[config.mk]
export PLATFORM = sky130hd
export DESIGN_NAME = dvp_frame_capture_ctrl
export DESIGN_NICKNAME = d
export VERILOG_FILES = /design/src/rtl/dvp_cap_pkg.sv /design/src/rtl/dvp_buf_ring.sv /design/src/rtl/dvp_frame_capture_ctrl.sv
export SDC_FILE = /design/constraint.sdc
export NUM_CORES = 1
export LEC_CHECK = 0
export CORE_MARGIN = 10
export CORE_UTILIZATION = 35
export CTS_CLUSTER_DIAMETER = 40
export DETAILED_ROUTE_END_ITERATION = 6
export GPL_ROUTABILITY_DRIVEN = 0
export GPL_TIMING_DRIVEN = 0
export SYNTH_ARGS = -nofsm -noshare
export SYNTH_HDL_FRONTEND = slang
export SYNTH_HIERARCHICAL = 1
export SYNTH_SLANG_ARGS = --single-unit
[constraint.sdc]
create_clock -name clk -period 4.2 [get_ports clk]
set_input_delay 0.42 -clock clk [delete_from_list [all_inputs] [get_ports clk]]
set_output_delay 0.42 -clock clk [all_outputs]
set_load 0.05 [all_outputs]
[src/rtl/dvp_cap_pkg.sv]
// Shared state encoding and default buffer geometry for the DVP frame-capture sequencer.
package dvp_cap_pkg;

  typedef enum logic [1:0] {
    IDLE      = 2'd0,
    ARM       = 2'd1,
    CAPTURE   = 2'd2,
    WAIT_DONE = 2'd3
  } cap_state_t;

  localparam logic [31:0] DEF_BASE_ADDR   = 32'h1034_5688;
  localparam logic [31:0] DEF_FRAME_BYTES = 32'h0012_C000;

endpackage

[src/rtl/dvp_buf_ring.sv]
// N-entry DDR3 frame buffer ring: current index and its base address, stepped once per completed frame.
module dvp_buf_ring #(
  parameter int unsigned              ADDRESS_WIDTH = 32,
  parameter logic [ADDRESS_WIDTH-1:0] BASE_ADDR     = 32'h1034_5688,
  parameter logic [ADDRESS_WIDTH-1:0] FRAME_BYTES   = 32'h0012_C000,
  parameter int unsigned              NUM_BUFFERS   = 2,
  parameter int unsigned              BUF_IDX_WIDTH = 4
) (
  input  logic                     clk,
  input  logic                     reset,
  input  logic                     step,
  output logic [BUF_IDX_WIDTH-1:0] buf_idx,
  output logic [ADDRESS_WIDTH-1:0] buf_base
);

  localparam logic [BUF_IDX_WIDTH-1:0] LAST_IDX = BUF_IDX_WIDTH'(NUM_BUFFERS - 1);

  // Base is accumulated alongside the index so no multiplier is needed.
  always_ff @(posedge clk or posedge reset) begin
    if (reset) begin
      buf_idx  <= '0;
      buf_base <= BASE_ADDR;
    end else if (step) begin
      if (buf_idx == LAST_IDX) begin
        buf_idx  <= '0;
        buf_base <= BASE_ADDR;
      end else begin
        buf_idx  <= buf_idx + 1'b1;
        buf_base <= buf_base + FRAME_BYTES;
      end
    end
  end

endmodule

[src/rtl/dvp_frame_capture_ctrl.sv]
// Frame-capture sequencer between the DVP/RGB888 path and the ddr3_write master.
// Optional capture watchdog enabled by defining DVP_CAP_TIMEOUT_EN.
module dvp_frame_capture_ctrl
  import dvp_cap_pkg::*;
#(
  parameter int unsigned              ADDRESS_WIDTH   = 32,
  parameter logic [ADDRESS_WIDTH-1:0] BASE_ADDR       = DEF_BASE_ADDR,
  parameter logic [ADDRESS_WIDTH-1:0] FRAME_BYTES     = DEF_FRAME_BYTES,
  parameter int unsigned              NUM_BUFFERS     = 2,
  parameter int unsigned              BUF_IDX_WIDTH   = 4,
  parameter int unsigned              FRAME_CNT_WIDTH = 8
`ifdef DVP_CAP_TIMEOUT_EN
  , parameter logic [23:0]            TIMEOUT_CYCLES  = 24'd2000000
`endif
) (
  input  logic                       clk,
  input  logic                       reset,
  input  logic                       cmd_start,
  input  logic                       cmd_stop,
  input  logic                       cmd_continuous,
  input  logic [FRAME_CNT_WIDTH-1:0] frame_target,
  input  logic                       vsync_begin,
  input  logic                       vsync_end,
  input  logic                       control_done,
  output logic                       control_go,
  output logic [ADDRESS_WIDTH-1:0]   control_write_base,
  output logic [ADDRESS_WIDTH-1:0]   control_write_length,
  output logic                       capture_en,
  output logic                       busy,
  output logic [BUF_IDX_WIDTH-1:0]   last_buf_idx,
  output logic [FRAME_CNT_WIDTH-1:0] frames_done,
  output logic [FRAME_CNT_WIDTH-1:0] frames_dropped,
`ifdef DVP_CAP_TIMEOUT_EN
  output logic                       timeout_err,
`endif
  output logic                       frame_valid
);

  cap_state_t                 state;
  logic                       cont_mode;
  logic [FRAME_CNT_WIDTH-1:0] frame_tgt;
  logic                       stop_pending;
  logic                       done_low_seen;
  logic                       done_evt;
  logic [BUF_IDX_WIDTH-1:0]   buf_idx;

  function automatic logic [FRAME_CNT_WIDTH-1:0] sat_inc(input logic [FRAME_CNT_WIDTH-1:0] v);
    return (&v) ? v : v + 1'b1;
  endfunction

  // A done level only counts once the writer has been seen busy after our go.
  assign done_evt             = (state == WAIT_DONE) && control_done && done_low_seen;
  assign busy                 = (state != IDLE);
  assign control_write_length = FRAME_BYTES;

`ifdef DVP_CAP_TIMEOUT_EN
  logic [23:0] to_cnt;
  logic        timeout_hit;
  assign timeout_hit = ((state == CAPTURE) || (state == WAIT_DONE)) &&
                       (to_cnt == TIMEOUT_CYCLES - 24'd1);
`endif

  dvp_buf_ring #(
    .ADDRESS_WIDTH (ADDRESS_WIDTH),
    .BASE_ADDR     (BASE_ADDR),
    .FRAME_BYTES   (FRAME_BYTES),
    .NUM_BUFFERS   (NUM_BUFFERS),
    .BUF_IDX_WIDTH (BUF_IDX_WIDTH)
  ) u_ring (
    .clk      (clk),
    .reset    (reset),
    .step     (done_evt),
    .buf_idx  (buf_idx),
    .buf_base (control_write_base)
  );

  always_ff @(posedge clk or posedge reset) begin
    if (reset) begin
      state          <= IDLE;
      cont_mode      <= 1'b0;
      frame_tgt      <= '0;
      stop_pending   <= 1'b0;
      done_low_seen  <= 1'b0;
      control_go     <= 1'b0;
      capture_en     <= 1'b0;
      frame_valid    <= 1'b0;
      last_buf_idx   <= '0;
      frames_done    <= '0;
      frames_dropped <= '0;
`ifdef DVP_CAP_TIMEOUT_EN
      to_cnt         <= '0;
      timeout_err    <= 1'b0;
`endif
    end else begin
      control_go  <= 1'b0;
      frame_valid <= 1'b0;
      if ((state != IDLE) && cmd_stop)
        stop_pending <= 1'b1;
      if (((state == CAPTURE) || (state == WAIT_DONE)) && !control_done)
        done_low_seen <= 1'b1;
`ifdef DVP_CAP_TIMEOUT_EN
      to_cnt <= ((state == CAPTURE) || (state == WAIT_DONE)) ? to_cnt + 24'd1 : 24'd0;
`endif
      case (state)
        IDLE: begin
          if (cmd_start) begin
            cont_mode      <= cmd_continuous;
            frame_tgt      <= (frame_target == '0) ? FRAME_CNT_WIDTH'(1) : frame_target;
            frames_done    <= '0;
            frames_dropped <= '0;
`ifdef DVP_CAP_TIMEOUT_EN
            timeout_err    <= 1'b0;
`endif
            state          <= ARM;
          end
        end
        ARM: begin
          if (cmd_stop || stop_pending) begin
            stop_pending <= 1'b0;
            state        <= IDLE;
          end else if (vsync_end) begin
            control_go    <= 1'b1;
            capture_en    <= 1'b1;
            done_low_seen <= 1'b0;
            state         <= CAPTURE;
          end
        end
        CAPTURE: begin
          if (vsync_begin) begin
            capture_en <= 1'b0;
            state      <= WAIT_DONE;
`ifdef DVP_CAP_TIMEOUT_EN
            to_cnt     <= '0;
`endif
          end
        end
        WAIT_DONE: begin
          // Any frame start seen here could not be captured, even when done arrives alongside it.
          if (vsync_end)
            frames_dropped <= sat_inc(frames_dropped);
          if (done_evt) begin
            frame_valid  <= 1'b1;
            last_buf_idx <= buf_idx;
            frames_done  <= frames_done + 1'b1;
            if (stop_pending || cmd_stop ||
                (!cont_mode && ((frames_done + 1'b1) == frame_tgt))) begin
              stop_pending <= 1'b0;
              state        <= IDLE;
            end else begin
              state <= ARM;
            end
          end
        end
        default: state <= IDLE;
      endcase
`ifdef DVP_CAP_TIMEOUT_EN
      if (timeout_hit) begin
        capture_en   <= 1'b0;
        timeout_err  <= 1'b1;
        stop_pending <= 1'b0;
        state        <= IDLE;
      end
`endif
    end
  end

endmodule

# [Word level (Yosys, flattened, before mapping)]
# Cells that the tools add are included.
[op_classes] addsub=4 multipliers=0 div_mod_pow=0 order_cmp=0 eq_ne=13 shifts=0 muxes=34 n_bitwise=0 reduce_logical=22
[ops] operator="$mux W8" n=5
[ops] operator="$add A32 B21 Y32 const B" n=1
[ops] operator="$mux W32" n=1
[ops] operator="$pmux W8 S2" n=2
[ops] operator="$mux W1" n=17
[ops] operator="$add A8 B1 Y8 const B" n=2
[ops] operator="$ne A2 B2 Y1 const B" n=7
[ops] operator="$reduce_and A4 Y1" n=3
[ops] operator="$mux W2" n=5
[ops] operator="$eq A8 B8 Y1" n=1
[ops] operator="$logic_not A8 Y1" n=1
[ops] operator="$pmux W2 S4" n=1
[ops] operator="$reduce_and A8 Y1" n=1
[ops] operator="$reduce_bool A2 Y1" n=3
[ops] operator="$logic_and A1 B1 Y1" n=5
[ops] operator="$add A4 B1 Y4 const B" n=1
[ops] operator="$eq A2 B2 Y1 const B" n=2
[ops] operator="$eq A4 B1 Y1 const B" n=1
[ops] operator="$mux W4" n=1
[ops] operator="$pmux W1 S2" n=2
[ops] operator="$reduce_and A2 Y1" n=2
[ops] operator="$logic_or A1 B1 Y1" n=3
[ops] operator="$ne A3 B3 Y1 const B" n=1
[ops] operator="$reduce_and A3 Y1" n=1
[ops] operator="other kinds (3)" n=4
[totals] reg_bits=72 latchBits=0 ram_bits=0 mem_bits_ro=0 in_bits=16 output_inout_bits=88 word_cells=86 mem_count=0

# [Logic depth before layout (Yosys ltp)]
# Gate-level depths: netlist of run 1.
[logic_depth] ltp_word=7 depth_mapped=10 ltp_nobuf=7

# [Cells and area by module]
# Netlist of run 1, hierarchy kept.
[modules_own_cells] mod="dvp_frame_capture_ctrl" instances=1 cells_each=227 area_per_inst_um2=2133.3 seq_area_each_um2=900.9
[modules_own_cells] mod="dvp_buf_ring" instances=1 cells_each=143 area_per_inst_um2=1340.0 seq_area_each_um2=583.1

# [Worst setup path before layout of run 1]
# OpenSTA, ideal clock, no wires.
[synth_timing] kind="register to register" start="register state[0]" end="register u_ring.buf_base[31]" setup_time_ns=0.079 arrival_ns=2.142 required_ns=4.121 path_slack_ns=1.979 stages_incl_launch_ff=11 n_path_buf=3 period_less_slack_ns=2.221 cell_sequence="dfrtp_1 buf_4 and2_4 nand3_2 clkbuf_1 inv_1 nand4_2 or3_1 buf_2 nor4_2 mux2i_1"
[synth_between] elab_chain_cells=3
[synth_lines] element="from (decl)" line_no="dvp_frame_capture_ctrl.sv:39" source="cap_state_t state;"
[synth_lines] element="from (signal assigned)" line_no="dvp_frame_capture_ctrl.sv:79" source="state <= IDLE;"
[synth_lines] element="from (signal assigned)" line_no="dvp_frame_capture_ctrl.sv:114" source="state <= ARM;"
[synth_lines] element="from (signal assigned)" line_no="dvp_frame_capture_ctrl.sv:120" source="state <= IDLE;"
[synth_lines] element="$eq A2 B2 Y1" line_no="dvp_frame_capture_ctrl.sv:52" source="assign done_evt = (state == WAIT_DONE) && control_done && done_low_seen;"
[synth_lines] element="$logic_and A1 B1 Y1 (2 in series)" line_no="dvp_frame_capture_ctrl.sv:52"
[synth_lines] element="via done_evt" line_no="dvp_frame_capture_ctrl.sv:44" source="logic done_evt;"
[synth_lines] element="to (signal assigned)" line_no="dvp_buf_ring.sv:29" source="buf_base <= buf_base + FRAME_BYTES;"
[synth_lines] element="to (decl)" line_no="dvp_buf_ring.sv:13" source="output logic [ADDRESS_WIDTH-1:0] buf_base"
# The timed path passes the listed nets, and every way through them passes these cells.
# A chain may end at the register's enable or synchronous reset.

# [Final worst setup path of run 1]
# Ends and elaborated chain as after synthesis.

==> impl_summary.log, run 1 <==
INFO  metric status = complete, no violations
INFO  metric clock-skew-final = 0.01406 ns
INFO  metric place_worst_setup_slack = 1.300 ns
INFO  metric totalNegativeSetupSlack = 0 ns
INFO  metric timing.reg2reg.worst_path_depth = 10
INFO  metric final-max-slew-violation-count = 0
INFO  metric average_size_of_a_mapped_cell = 9.387 sq um
INFO  metric fp.dieH = 119.6 um
INFO  metric grt_first_pass_wirelength = 14.29 mm
INFO  metric routedWlPerCell = 13.55 um
INFO  metric drt-initial-drc-count = 107
INFO  metric maximum_number_of_pins_on_one_net_before_global_route_repair = 37
INFO  metric worstSetupEndpointType = flip-flop
INFO  metric switching_share = 43.70%
INFO  metric rows = 36
INFO  metric route.antenna.remaining_nets = 0
INFO  metric synth_cell_type_count = 61
INFO  metric final.fill_count = 971
INFO  metric initial_utilization = 35.70%
INFO  metric clkSlewWorstSetupHoldPaths = 0.08 ns
INFO  metric postPlaceCellArea = 4403 sq um
INFO  metric viasPerCell = 4.599
INFO  metric clkLatencyLatePin = 0.34 ns
INFO  metric route.final.wire_length = 8.390 mm
INFO  metric core_area = 9729 sq um
INFO  metric grt_pass1_vias = 2806
INFO  metric worst-path-max-fanout = 10
INFO  metric report.final.setup_viol = 0
INFO  metric switchingPower = 1212 uW
INFO  metric final.min_clock_period = 2.604 ns
INFO  metric detailroute.via_count = 2847
INFO  metric fin_nets = 500
INFO  metric io_buffer_count = 62
INFO  metric cts_tree = yes
INFO  metric layout_commonest_cell = sky130_fd_sc_hd__clkdlybuf4s50_1
INFO  metric dieArea = 14310 sq um
INFO  metric power.share.combinational = 46.6%
INFO  metric chipWidth = 119.6 um
INFO  metric primary_flip_flop_cell_chosen_by_synthesis_mapping = sky130_fd_sc_hd__dfrtp_1
INFO  metric grt_setup_unrepaired = no
INFO  metric setup_ws = 1.596 ns
INFO  metric layout_common_cells = sky130_fd_sc_hd__clkdlybuf4s50_1, sky130_fd_sc_hd__dfrtp_1, sky130_fd_sc_hd__buf_4, sky130_fd_sc_hd__nand2_1, sky130_fd_sc_hd__conb_1
INFO  metric detail_route.drc_violations = 0
INFO  metric ctsHtreeMaxLevel = 3
INFO  metric grtUsageTotal = 11.87%
INFO  metric ys_warn_count = 6
INFO  metric crit_path_start_kind = flip-flop
INFO  metric synth_async_sr_flop_share = 100.0%
INFO  metric hold_start = last_buf_idx[2]
INFO  metric layout.cells.non_filler = 619
INFO  metric power-per-cell-area = 599.3 nW/um^2
INFO  metric clock_sink_count = 59
INFO  metric synth-seq-area-share = 42.72%
INFO  metric r2r_end = u_ring/buf_base[31]
INFO  metric hold_class = reg2reg
INFO  metric first_pass_iters = 5
INFO  metric power.sequential.fraction = 32.1%
INFO  metric cts.root.buffer_cell = sky130_fd_sc_hd__clkbuf_8
INFO  metric power.clock.fraction = 21.3%
INFO  metric r2r_setup_slack = 1.60 ns
INFO  metric total_inserted_antenna_cells = 0
INFO  metric cts_inserted_buffers = 9
INFO  metric synthesis.area = 3473 sq um
INFO  metric layout_worst_path_cycle_share = 61.99%
INFO  metric cap_viol_max_count = 0
INFO  metric finalHoldViolCount = 0
INFO  metric post-place-cells = 603
INFO  metric area_growth = 33.29%
INFO  metric regToRegStartpoint = state[0]
INFO  metric intPower = 1562 uW
INFO  metric cts_setup_buffers = 0
INFO  metric slew_headroom = 40.31%
INFO  metric dp_hpwl = 6.328 mm
INFO  metric synth_edf_count = 0
INFO  metric ir_worst_vdd = 0.4086 mV
INFO  metric overflow = 0
INFO  metric maxClockFrequency = 384.1 MHz
INFO  metric cts.hold.buffers_added = 0
INFO  metric num_io_pins = 104
INFO  metric critPathKind = reg2reg
INFO  metric worstPathRequired = 4.46 ns
INFO  metric register_bit_total_from_synthesis = 59
INFO  metric cts-root-to-sink-buffers = 2
INFO  metric holdPathStages = 2
INFO  metric netlist_instances = 370
INFO  metric post_route_cells_drive_above_1_share = 20.99%
INFO  metric critPathArrivalTime = 2.87 ns
INFO  metric post-route-cell-area = 4629 sq um
INFO  metric worst_pin_slew = 0.8943 ns
INFO  metric power.leakage = 0.002079 uW
INFO  metric antenna_violations_before_repair = 0
INFO  metric worst_hold_endpoint = last_buf_idx[2]
INFO  metric post_cts.resized_instances = 0
-- state kept, by name, indices dropped and copies added, names as in the netlist --
register         count
capture_en           1
frame_valid          1
u_ring/buf_idx       4
cont_mode            1
control_go           1
frames_dropped       8
frames_done          8
frame_tgt            8
state                2
last_buf_idx         4
done_low_seen        1
u_ring/buf_base     19
stop_pending         1
-- synthesized netlist by cell type, drive strengths merged, types with 4 or more instances --
cell type | number | area, sq um
a21oi | 13 | 65.06
and2 | 8 | 52.56
buf | 55 | 395.4
clkbuf | 4 | 15.01
dfrtp | 53 | 1326
dfstp | 6 | 157.7
inv | 16 | 60.05
mux2 | 8 | 90.09
mux2i | 5 | 50.05
nand2 | 44 | 165.2
nand2b | 8 | 50.05
nand3 | 12 | 65.06
nand4 | 4 | 31.28
nor2 | 22 | 85.09
nor3 | 4 | 25.02
nor4 | 4 | 31.28
o21ai | 28 | 140.1
o311ai | 5 | 61.32
o31ai | 6 | 45.04
xnor2 | 16 | 140.1
-- worst max-delay path, stage by stage (launching register included) --
cell	delay (ns)
sky130_fd_sc_hd__dfrtp_1	0.34
sky130_fd_sc_hd__buf_4	0.15
sky130_fd_sc_hd__and2_4	0.19
sky130_fd_sc_hd__nand3_2	0.19
sky130_fd_sc_hd__clkbuf_1	0.31
sky130_fd_sc_hd__inv_1	0.19
sky130_fd_sc_hd__nand4_2	0.13
sky130_fd_sc_hd__or3_1	0.35
sky130_fd_sc_hd__buf_2	0.16
sky130_fd_sc_hd__nor4_2	0.30
sky130_fd_sc_hd__mux2i_1	0.22
-- through the flow --
step	utilization, %	power, uW	hold slack [ns]
2_1_floorplan	-	1837	0.4175
3_3_place_gp	45.25	2183	0.4622
3_5_place_dp	45.25	2198	0.4661
4_1_cts	47.58	2803	0.4843
5_1_grt	47.58	2963	0.5031
6_report	47.58	2774	0.4815
-- final cells by class --
cell class	count	area, sq um	share of cell area, %
multi-input cells	274	1662	35.89
flip-flops and latches	59	1484	32.05
repair buffers	62	620.6	13.41
plain buffers	59	410.4	8.865
well taps	133	166.4	3.595
clock buffers	10	137.6	2.973
clock inverters	6	88.84	1.919
inverters	16	60.06	1.297
-- worst max-delay path by stage --
stage	cells after the start	start	slack (ns)	endpoint
after floorplan	10	state[0]	1.98	u_ring/buf_base[31]
after global placement	9	control_done	1.31	u_ring/buf_base[31]
after detailed placement	9	control_done	1.30	u_ring/buf_base[30]
after CTS	10	state[0]	1.55	u_ring/buf_base[31]
after global routing	10	state[0]	1.34	u_ring/buf_base[31]
final	10	state[0]	1.60	u_ring/buf_base[31]
-- power groups by stage --
| stage | combinational, uW | clock [uW] | sequential [uW] |
|---|---|---|---|
| after floorplan | 709 | 0 | 1130 |
| after global placement | 1280 | 0 | 898 |
| after detailed placement | 1300 | 0 | 903 |
| after CTS | 1300 | 607 | 894 |
| after global routing | 1400 | 639 | 926 |
| final | 1290 | 591 | 892 |
-- layer usage --
layer / vias up / share of wire (%) / wire length (um) / GRT usage, %
met5: - / 0 / 0 / 0
met4: 0 / 0.95 / 80 / 3.469
met3: 9 / 6.8 / 574 / 4.266
met2: 79 / 47 / 3952 / 18.98
met1: 1347 / 45 / 3782 / 14.71
li1: 1412 / - / - / -
-- cells by family (layout without fill, tap and decap cells) --
family                   count (synthesis)  count (layout)  synth area share (%)
buffers and inverters                   75             153                 13.54
AO/OA/AOI/OAI                           75              75                 14.45
adder cells (fa/ha/maj)                  3               3                 1.081
XOR/XNOR                                19              19                 4.791
multiplexers                            13              13                 4.035
flip-flops                              59              59                 42.72
other                                    3              41                0.3242
AND/OR/NAND/NOR                        123             123                 19.06
Power figures use the tool's default switching activity.
==> run 2, diff against run 1 <==
==> constraint.sdc (replaced) <==
create_clock -name clk -period 2.55 [get_ports clk]
set_input_delay 0.255 -clock clk [delete_from_list [all_inputs] [get_ports clk]]
set_output_delay 0.255 -clock clk [all_outputs]
set_load 0.05 [all_outputs]
==> run 2 against run 1 <==
Compared with the run above: maximum frequency up 14%; critical endpoint is now u_ring/buf_base[30]; sequential power up 65%; first-iteration DRC count down 5.6%; critical path type unchanged; routed wire length down 0.11%; die area unchanged; setup slack worse by 1.3 ns.
==> impl_summary.log, run 2 (synthesis gave the netlist of run 1 again) <==
INFO  metric fin_nets = 499 (was 500)
INFO  metric regToRegStartpoint = state[0] (unchanged)
INFO  metric final_design_utilization = 47.62% (was 47.58%)
INFO  metric route.final.wire_length = 8.381 mm (was 8.390 mm)
INFO  metric worstSetupEndpointType = flip-flop (unchanged)
INFO  metric core_area = 9729 sq um (unchanged)
INFO  metric crit_path_start_kind = flip-flop (unchanged)
INFO  metric overflow = 0 (unchanged)
INFO  metric hold_class = in2async (was reg2reg)
INFO  metric grt_setup_unrepaired = no (unchanged)
INFO  metric routedWlPerCell = 13.56 um (was 13.55 um)
INFO  metric regMostFlops = u_ring/buf_base (unchanged)
INFO  metric cap_viol_max_count = 0 (unchanged)
INFO  metric critPathKind = reg2reg (unchanged)
INFO  metric route.antenna.remaining_nets = 0 (unchanged)
INFO  metric slowest_cell_on_the_critical_path = sky130_fd_sc_hd__or3_1 (unchanged)
INFO  metric r2r_end = u_ring/buf_base[30] (was u_ring/buf_base[31])
INFO  metric rows = 36 (unchanged)
INFO  metric drt-initial-drc-count = 101 (was 107)
INFO  metric viasPerCell = 4.591 (was 4.599)
INFO  metric cts-root-to-sink-buffers = 2 (unchanged)
INFO  metric layout_commonest_cell = sky130_fd_sc_hd__clkdlybuf4s50_1 (unchanged)
INFO  metric status = complete, no violations (unchanged)
INFO  metric cts_inserted_buffers = 9 (unchanged)
INFO  metric num_io_pins = 104 (unchanged)
INFO  metric post-route-cell-area = 4633 sq um (was 4629 sq um)
INFO  metric worstPathCellList = buf_4 > and2_4 > nand3_4 > inv_2 > nand4_2 > or3_1 > buf_2 > a211oi_1 > mux2i_1 (was buf_4 > and2_4 > nand3_2 > clkbuf_1 > inv_1 > nand4_2 > or3_1 > buf_2 > nor4_2 > mux2i_1)
INFO  metric dieArea = 14310 sq um (unchanged)
INFO  metric setup_ws = 0.2724 ns (was 1.596 ns)
INFO  metric power.leakage = 0.002076 uW (was 0.002079 uW)
INFO  metric detail_route.drc_violations = 0 (unchanged)
INFO  metric critPathArrivalTime = 2.55 ns (was 2.87 ns)
INFO  metric worstPathRequired = 2.82 ns (was 4.46 ns)
INFO  metric maxClockFrequency = 439.1 MHz (was 384.1 MHz)
INFO  metric clkLatencyLatePin = 0.34 ns (about the same)
INFO  metric timing.reg2reg.worst_path_depth = 9 (was 10)
INFO  metric detailroute.via_count = 2837 (was 2847)
INFO  metric r2r_setup_slack = 0.27 ns (was 1.60 ns)
INFO  metric layout_common_cells = sky130_fd_sc_hd__clkdlybuf4s50_1, sky130_fd_sc_hd__dfrtp_1, sky130_fd_sc_hd__buf_4, sky130_fd_sc_hd__nand2_1, sky130_fd_sc_hd__conb_1 (unchanged)
INFO  metric area_growth = 33.39% (was 33.29%)
INFO  metric final.min_clock_period = 2.278 ns (was 2.604 ns)
INFO  metric grtUsageTotal = 11.82% (was 11.87%)
INFO  metric post_route_cells_drive_above_1_share = 21.24% (was 20.99%)
INFO  metric place_worst_setup_slack = -0.1851 ns (was 1.300 ns)
INFO  metric maximum_cell_stage_delay_along_the_critical_path = 0.35 ns (about the same)
INFO  metric clkSlewWorstSetupHoldPaths = 0.08 ns (about the same)
INFO  metric layout_worst_path_cycle_share = 89.32% (was 61.99%)
INFO  metric power-per-cell-area = 988.8 nW/um^2 (was 599.3 nW/um^2)
INFO  metric grt_pass1_vias = 2800 (was 2806)
INFO  metric final-max-slew-violation-count = 0 (unchanged)
INFO  metric postPlaceCellArea = 4403 sq um (unchanged)
INFO  metric clock_sink_count = 59 (unchanged)
INFO  metric total_inserted_antenna_cells = 0 (unchanged)
INFO  metric io_buffer_count = 62 (unchanged)
INFO  metric grt_first_pass_wirelength = 14.23 mm (was 14.29 mm)
INFO  metric cts.root.buffer_cell = sky130_fd_sc_hd__clkbuf_8 (unchanged)
INFO  metric ctsHtreeMaxLevel = 3 (unchanged)
INFO  metric report.final.setup_viol = 0 (unchanged)
INFO  metric clock-skew-final = 0.01644 ns (was 0.01406 ns)
INFO  metric cts_tree = yes (unchanged)
INFO  metric number_of_flip_flops_under_the_largest_register_name = 19 (unchanged)
INFO  metric worst_hold_margin = 0.3900 ns (was 0.4815 ns)
INFO  metric initial_utilization = 35.70% (unchanged)
INFO  metric slew_headroom = 40.30% (was 40.31%)
INFO  metric ir_worst_vdd = 0.6726 mV (was 0.4086 mV)
INFO  metric finalHoldViolCount = 0 (unchanged)
INFO  metric dp_hpwl = 6.328 mm (unchanged)
INFO  metric worst_pin_slew = 0.8945 ns (was 0.8943 ns)
INFO  metric maximum_number_of_pins_on_one_net_before_global_route_repair = 37 (unchanged)
INFO  metric fp.dieH = 119.6 um (unchanged)
INFO  metric chipWidth = 119.6 um (unchanged)
INFO  metric antenna_violations_before_repair = 0 (unchanged)
INFO  metric first_pass_iters = 4 (was 5)
INFO  metric worst-path-max-fanout = 17 (was 10)
## run 2: cell count changes in the layout (fill, tap and decap cells not counted), sizes merged
cell	delta
clkbuf	-1
## run 2: critical path: cells and delay by family, from the launching register on
kind	cells	cell delay [ns]
buffers and inverters	3	0.47
muxes	1	0.22
and+or+nand+nor	4	0.87
AOI/OAI and AO/OA	1	0.30
DFF	1	0.34
## run 2: area by class of cell
cell class / instances / area, sq um
plain buffers: 58 / 406.6
clock buffers: 10 / 137.6
clock inverters: 6 / 88.84
fillers: 970 / 5096
inverters: 16 / 60.06
multi-input cells: 274 / 1669
flip-flops and latches: 59 / 1484
well taps: 133 / 166.4
repair buffers: 62 / 620.6
## run 2: per-layer routing
layer  wire [um]  vias to the layer above  track usage, %
met2        3892                       77           18.71
met1        3827                     1336           14.76
met3         568                       11           4.313
met5           0                        -               0
li1            -                     1413               -
met4          93                        0           3.469
## run 2: worst max path at each step
stage / startpoint / cells past startpoint / to / slack, ns
final: state[0] / 9 / u_ring/buf_base[30] / 0.27
after global routing: state[0] / 9 / u_ring/buf_base[31] / 0.04
after CTS: state[0] / 9 / u_ring/buf_base[31] / 0.04
after detailed placement: control_done / 9 / u_ring/buf_base[30] / -0.19
after global placement: control_done / 9 / u_ring/buf_base[31] / -0.17
after floorplan: state[0] / 10 / u_ring/buf_base[31] / 0.33
## run 2: where the power goes
group | switching [uW] | leakage, uW | internal, uW | total [uW]
Combinational | 1340 | 0.00121 | 792 | 2130
Sequential | 267 | 0.000755 | 1200 | 1470
Clock | 403 | 0.000108 | 577 | 980
## run 2: what timing repair did
item	CTS	global route
hold buffers	0	0
setup endpoints to repair	6	11
gates resized for setup	0	2
setup buffers	0	0
## run 2: stage by stage
step	TNS, ns	instances	power, uW
4_1_cts	0	618	4614
2_1_floorplan	0	408	3025
5_1_grt	0	618	4886
3_5_place_dp	-1.044	603	3621
6_report	0	618	4581
3_3_place_gp	-0.8208	603	3595
